### src/rtl/pacer_pkg.sv
// Shared constants and timestamp helpers for the departure pacer.
package pacer_pkg;

   localparam int TS_WIDTH        = 32;
   localparam int TUSER_MAX_WIDTH = 1024;

   localparam logic [1:0] ST_IDLE = 2'd0;
   localparam logic [1:0] ST_BODY = 2'd1;
   localparam logic [1:0] ST_GAP  = 2'd2;

   // Caller zero-extends tuser to TUSER_MAX_WIDTH; a shift avoids a wide variable index.
   function automatic logic [TS_WIDTH-1:0] ts_extract(input logic [TUSER_MAX_WIDTH-1:0] tuser,
                                                      input int unsigned              pos);
      logic [TUSER_MAX_WIDTH-1:0] sh;
      sh = tuser >> pos;
      return sh[TS_WIDTH-1:0];
   endfunction

   // Wrap-safe distance now-target; valid while the true distance is below 2^31.
   function automatic logic signed [TS_WIDTH-1:0] ts_diff(input logic [TS_WIDTH-1:0] now,
                                                          input logic [TS_WIDTH-1:0] target);
      return signed'(now - target);
   endfunction

endpackage

### src/rtl/pacer_gap_counter.sv
// Inter-packet idle-gap down-counter: load N, done pulses on the Nth cycle after load.
// Free-running once loaded; ignores downstream backpressure.
module pacer_gap_counter #(
   parameter int C_GAP_WIDTH = 16
) (
   input  logic                   axi_aclk,
   input  logic                   axi_reset,
   input  logic                   load,
   input  logic [C_GAP_WIDTH-1:0] load_val,
   output logic                   done
);

   logic [C_GAP_WIDTH-1:0] cnt;

   always_ff @(posedge axi_aclk) begin
      if (axi_reset)
         cnt <= '0;
      else if (load)
         cnt <= load_val;
      else if (cnt != '0)
         cnt <= cnt - C_GAP_WIDTH'(1);
   end

   assign done = (cnt == C_GAP_WIDTH'(1));

endmodule

### src/rtl/pkt_departure_pacer.sv
// Releases each packet's header once time_now reaches tuser timestamp + offset, then enforces a min idle gap.
// Zero-latency pass-through; backpressure passes straight through, tvalid never retracts once shown.
module pkt_departure_pacer
   import pacer_pkg::*;
#(
   parameter int C_AXIS_DATA_WIDTH     = 256,
   parameter int C_AXIS_TUSER_WIDTH    = 128,
   parameter int C_TUSER_TIMESTAMP_POS = 32,
   parameter int C_GAP_WIDTH           = 16
) (
   input  logic                            axi_aclk,
   input  logic                            axi_reset,
   input  logic [C_AXIS_DATA_WIDTH-1:0]    s_axis_tdata,
   input  logic [C_AXIS_DATA_WIDTH/8-1:0]  s_axis_tstrb,
   input  logic [C_AXIS_TUSER_WIDTH-1:0]   s_axis_tuser,
   input  logic                            s_axis_tvalid,
   output logic                            s_axis_tready,
   input  logic                            s_axis_tlast,
   output logic [C_AXIS_DATA_WIDTH-1:0]    m_axis_tdata,
   output logic [C_AXIS_DATA_WIDTH/8-1:0]  m_axis_tstrb,
   output logic [C_AXIS_TUSER_WIDTH-1:0]   m_axis_tuser,
   output logic                            m_axis_tvalid,
   input  logic                            m_axis_tready,
   output logic                            m_axis_tlast,
   input  logic [TS_WIDTH-1:0]             time_now,
   input  logic                            cfg_ts_en,
   input  logic [TS_WIDTH-1:0]             cfg_ts_offset,
   input  logic [C_GAP_WIDTH-1:0]          cfg_min_gap,
   output logic [31:0]                     stat_pkt_count,
   output logic [31:0]                     stat_late_count
);

   logic [1:0]                 state, state_nxt;
   logic                       hold;
   logic                       pass_en, hs, eop, gap_load, gap_done;
   logic                       due, late;
   logic [TUSER_MAX_WIDTH-1:0] tuser_ext;
   logic [TS_WIDTH-1:0]        target;
   logic signed [TS_WIDTH-1:0] diff;

   assign tuser_ext = TUSER_MAX_WIDTH'(s_axis_tuser);
   assign target    = ts_extract(tuser_ext, C_TUSER_TIMESTAMP_POS) + cfg_ts_offset;
   assign diff      = ts_diff(time_now, target);
   // A target over 2^31 ahead aliases to "past": released at once and counted late.
   assign due       = !cfg_ts_en || !diff[TS_WIDTH-1];
   assign late      = cfg_ts_en && !diff[TS_WIDTH-1] && (diff != '0);

   always_comb begin
      pass_en = 1'b0;
      if (!axi_reset) begin
         case (state)
            ST_IDLE: pass_en = due | hold;
            ST_BODY: pass_en = 1'b1;
            default: pass_en = 1'b0;
         endcase
      end
   end

   assign m_axis_tdata  = s_axis_tdata;
   assign m_axis_tstrb  = s_axis_tstrb;
   assign m_axis_tuser  = s_axis_tuser;
   assign m_axis_tlast  = s_axis_tlast;
   assign m_axis_tvalid = s_axis_tvalid & pass_en;
   assign s_axis_tready = m_axis_tready & pass_en;
   assign hs            = s_axis_tvalid & m_axis_tready & pass_en;

   always_comb begin
      state_nxt = state;
      eop       = 1'b0;
      case (state)
         ST_IDLE: begin
            if (hs) begin
               if (s_axis_tlast)
                  eop = 1'b1;
               else
                  state_nxt = ST_BODY;
            end
         end
         ST_BODY: if (hs && s_axis_tlast) eop = 1'b1;
         ST_GAP:  if (gap_done) state_nxt = ST_IDLE;
         default: state_nxt = ST_IDLE;
      endcase
      if (eop)
         state_nxt = (cfg_min_gap == '0) ? ST_IDLE : ST_GAP;
   end

   assign gap_load = eop && (cfg_min_gap != '0);

   pacer_gap_counter #(
      .C_GAP_WIDTH (C_GAP_WIDTH)
   ) u_gap (
      .axi_aclk  (axi_aclk),
      .axi_reset (axi_reset),
      .load      (gap_load),
      .load_val  (cfg_min_gap),
      .done      (gap_done)
   );

   always_ff @(posedge axi_aclk) begin
      if (axi_reset) begin
         state           <= ST_IDLE;
         hold            <= 1'b0;
         stat_pkt_count  <= '0;
         stat_late_count <= '0;
      end else begin
         state <= state_nxt;
         // Once a header is visible it stays visible, whatever happens to time or cfg.
         if (hs)
            hold <= 1'b0;
         else if (state == ST_IDLE && m_axis_tvalid)
            hold <= 1'b1;
         if (eop)
            stat_pkt_count <= stat_pkt_count + 32'd1;
         if (hs && state == ST_IDLE && late)
            stat_late_count <= stat_late_count + 32'd1;
      end
   end

endmodule
### config.mk
export PLATFORM = sky130hd
export DESIGN_NAME = pkt_departure_pacer
export DESIGN_NICKNAME = d
export VERILOG_FILES = /design/src/rtl/pacer_pkg.sv /design/src/rtl/pacer_gap_counter.sv /design/src/rtl/pkt_departure_pacer.sv
export SDC_FILE = /design/constraint.sdc
export NUM_CORES = 1
export LEC_CHECK = 0
export CORE_AREA = 10 10 377 379
export CTS_BUF_LIST = sky130_fd_sc_hd__clkbuf_8 sky130_fd_sc_hd__clkbuf_16
export DETAILED_ROUTE_END_ITERATION = 10
export DIE_AREA = 0 0 387 389
export GPL_TIMING_DRIVEN = 0
export PLACE_DENSITY = 0.3
export SYNTH_ARGS = -nofsm -noshare
export SYNTH_HDL_FRONTEND = slang
export SYNTH_HIERARCHICAL = 1
export SYNTH_SLANG_ARGS = --single-unit
### constraint.sdc
create_clock -name axi_aclk -period 6.3 [get_ports axi_aclk]
set_input_delay 0.945 -clock axi_aclk [delete_from_list [all_inputs] [get_ports axi_aclk]]
set_output_delay 0.945 -clock axi_aclk [all_outputs]
set_load 0.02 [all_outputs]
==> results of run 1 <==
flip-flops by register name (all words and copies together) (netlist names):
signal and flops:
hold 1, stat_late_count 32, stat_pkt_count 32, state 2
u_gap/cnt 16
what timing repair did:
item,in CTS,in global routing
cloned,0,0
buffers inserted,2,1
pin swaps,1,1
endpoints found under the setup margin,2,2
resized for setup,8,2
report_power, final:
part	switching, mW	internal, mW	total [mW]
registers	0.0622	0.574	0.637
clock network	0.258	0.347	0.605
logic	1.04	0.891	1.93
total	1.36	1.81	3.17
worst min path at each step:
stage | to | slack [ns] | start
2_1_floorplan | u_gap/cnt[7]$_SDFFE_PP0P_ | 0.50 | u_gap/cnt[7]$_SDFFE_PP0P_
3_3_place_gp | stat_late_count[31]$_SDFFE_PP0P_ | 0.48 | stat_late_count[31]$_SDFFE_PP0P_
3_5_place_dp | stat_late_count[31]$_SDFFE_PP0P_ | 0.49 | stat_late_count[31]$_SDFFE_PP0P_
4_1_cts | stat_late_count[31]$_SDFFE_PP0P_ | 0.51 | stat_late_count[31]$_SDFFE_PP0P_
5_1_grt | stat_late_count[26]$_SDFFE_PP0P_ | 0.53 | stat_late_count[26]$_SDFFE_PP0P_
6_report | stat_late_count[31]$_SDFFE_PP0P_ | 0.51 | stat_late_count[31]$_SDFFE_PP0P_
synth_stat cells, types with 8 or more instances:
library cell	count
o21a_1	8
buf_2	11
nand3_1	40
inv_1	88
a21oi_1	63
o21ai_1	10
buf_4	419
xor2_1	32
nor3_1	28
ha_1	37
nor2b_1	9
fa_1	31
and3_1	20
clkbuf_1	19
or3_1	20
and2_1	10
dfxtp_1	83
nor2_1	81
xnor2_1	27
nand2_1	67
nor4_1	10
o21ai_0	39
a21o_1	8
nand4_1	20
a211oi_1	9
or4_1	11
cells by family (layout without fill, tap and decap cells):
logic type                 count (synthesis)  after routing  synth area share (%)
xor gates and xnor gates                  60             60                 5.262
and+or+nand+nor                          353            353                 18.10
other                                      0              3                     0
AOI/OAI and AO/OA                        219            219                 14.49
DFF                                       83             83                 16.06
adders and majority gates                 68             68                 10.48
muxes                                      6              6                0.5806
buffers and inverters                    540           1159                 35.03
routing by layer:
layer / track usage (%) / up-vias / share of wire (%)
met5: 0 / - / 0.082
met4: 1.507 / 8 / 1.4
met3: 2.733 / 42 / 7.5
met2: 14.91 / 444 / 50
met1: 10.18 / 5008 / 41
li1: - / 5324 / -
stage by stage:
stage          utilization (%)  hold slack, ns  total power, mW
2_1_floorplan                -          0.5037            1.828
3_5_place_dp             13.81          0.4920            2.582
3_3_place_gp             13.80          0.4783            2.602
5_1_grt                  14.10          0.5264            3.415
6_report                 14.10          0.5060            3.168
4_1_cts                  14.09          0.5070            3.241
critical path, stage by stage:
cell,delay [ns]
clkdlybuf4s50_1,0.49
inv_1,0.10
fa_1,0.53
ha_1,0.47
nand2_1,0.15
or2_1,0.29
a211oi_2,0.33
o21ai_2,0.13
a21oi_2,0.25
o31ai_4,0.09
buf_12,0.15
xnor2_2,0.25
nor3_4,0.07
nor2_2,0.17
and2_1,0.18
dlygate4sd2_1,0.37
area by class of cell:
class | count | area [sq um] | area share, %
well taps | 1781 | 2228 | 11.74
clock buffers | 9 | 225.2 | 1.186
multi-input cells | 706 | 5104 | 26.88
plain buffers | 451 | 3289 | 17.32
flip-flops and latches | 83 | 1662 | 8.751
clock inverters | 7 | 92.59 | 0.4876
diodes | 3 | 7.507 | 0.03954
inverters | 88 | 330.3 | 1.740
repair buffers | 604 | 6050 | 31.86
==> impl_results.md, run 1 <==
- # DRC: 0
- Cts bufs inserted: 9
- Critical path launch point type: input pin
- Std cell rows: 135
- FILL cells: 15.36k
- Synth Cell Area: ~10000 sq um
- RR Endpoint: stat_late_count[31]$_SDFFE_PP0P_
- R2R cell count: 11
- Crit path DAT: 4.98 ns
- Final worst path period share: 93.99%
- Post-synth EDFFs: 0
- Post-route cell area: 18990 sq um
- Worst Hold Path Cells: 2
- H-tree depth: 3
- Initial antenna violation count: 10
- Post-synth top area cell: buf_4
- WS Path Type: input pin to primary output
- Dpl cells: 3711
- Pwr per Cell Area: 166.9 nW/um^2
- Die height: 389 um
- DRT iter0 DRCs: around 330
- Port-buffer cells: 600
- Clock Sinks: 83
- Worst-Margin Slew: 0.8881 ns
- Worst EP required: 5.35 ns
- Largest net degree at the start of global routing: 15
- Clk root buf: clkbuf_16
- Maximum capacitance violations: 0
- Initial DRT Pass Iterations: 4
- Period minus WS final: slightly below 6 ns
- Total grt overflow: 0
- Max Slew Vio Count: 0
- Post-synth top area share: 30.41%
- Final Hold Vio Count: 0
- Die area: 150500 sq um
- Relative slew slack: 40.25%
- Sequential share of the synthesized area: 16.06%
- Avg WL per Cell: 18.26 um
- Post-DP Area: around 19000 sq um
- Nets: 2513
- First-pass GRT wire length: 93430 um
- Vias per cell: 2.901
- Post-Synthesis Cells: roughly 1.3k
- Routed wire length: 68150 um
- Worst-skew pair later-pin latency: 0.37 ns
- Peak Freq: approximately 0.17 GHz
- Max clock buf depth: 2
- Setup WS post-layout: 0.3787 ns
- Critical path destination: m_axis_tvalid
- Cts hold-fix bufs: 0
- Vias in the first global route: 11.65k
- Leakage: 7.391 nW
- Initial Utilization: between 7 and 8%
- Setup violations, final: 0
- Worst reg2reg setup slack: 3.03 ns
- GP Congestion: 0.7731
- Worst-case clock skew: 0.01332 ns
- CTS tree: done
- Hpwl dp: 62490 um
- Critical-path maximum fanout: 6
- Final Non-Filler Cells: 3732
- Top cells by area, synth: buf_4 (30%), dfxtp_1 (16%), fa_1 (6.0%)
- Most common cell after layout, fill and taps aside: clkdlybuf4s50_1
- Worst Hold Class: flop to flop
- Chip width: just under 400 um
- Syn Nets: between 1.5k and 2k
- Clock-pin slew on the worst setup and hold paths: 0.07 ns
- CP Launch Point: s_axis_tuser[46]
- Asr flop ratio synth: 0%
- Syn Area/Cell: slightly below 8 sq um
- Antenna Nets Post-Route: 0
- Synth-to-layout area growth: 83.57%
- Outcome: finished clean
- Core footprint: ~130000 sq um
- RSZ-0062 raised after global routing: false
- Fraction of layout cells with a size suffix above 1: approximately 25%
- Yosys reg bits: 83
- CP Capture Type: primary output
- Vias: about 11k
- R2R Path Start: stat_late_count[11]$_SDFFE_PP0P_
- Top FF cell, synth: dfxtp_1
- Most frequent cells in the layout: clkdlybuf4s50_1 (598), buf_4 (422), inv_1 (89)
- Peak supply drop: 0.1188 mV
- I/O Pins: 985
- Dpl ws: -0.7924 ns
- Synth cell types: 84
- Setup TNS: 0 ns
- Yosys warnings: 6
- GRT Total Usage: 8.509%
(Power assumes the default switching activity.)
==> inputs of run 2 (changes only) <==
--- a/config.mk
+++ b/config.mk
@@ -9,6 +9,7 @@
 export CTS_BUF_LIST = sky130_fd_sc_hd__clkbuf_8 sky130_fd_sc_hd__clkbuf_16
 export DETAILED_ROUTE_END_ITERATION = 10
 export DIE_AREA = 0 0 387 389
+export GPL_ROUTABILITY_DRIVEN = 0
 export GPL_TIMING_DRIVEN = 0
 export PLACE_DENSITY = 0.3
 export SYNTH_ARGS = -nofsm -noshare
==> results of run 2 <==
Final layout, timing and power as in run 1 (identical DEF).
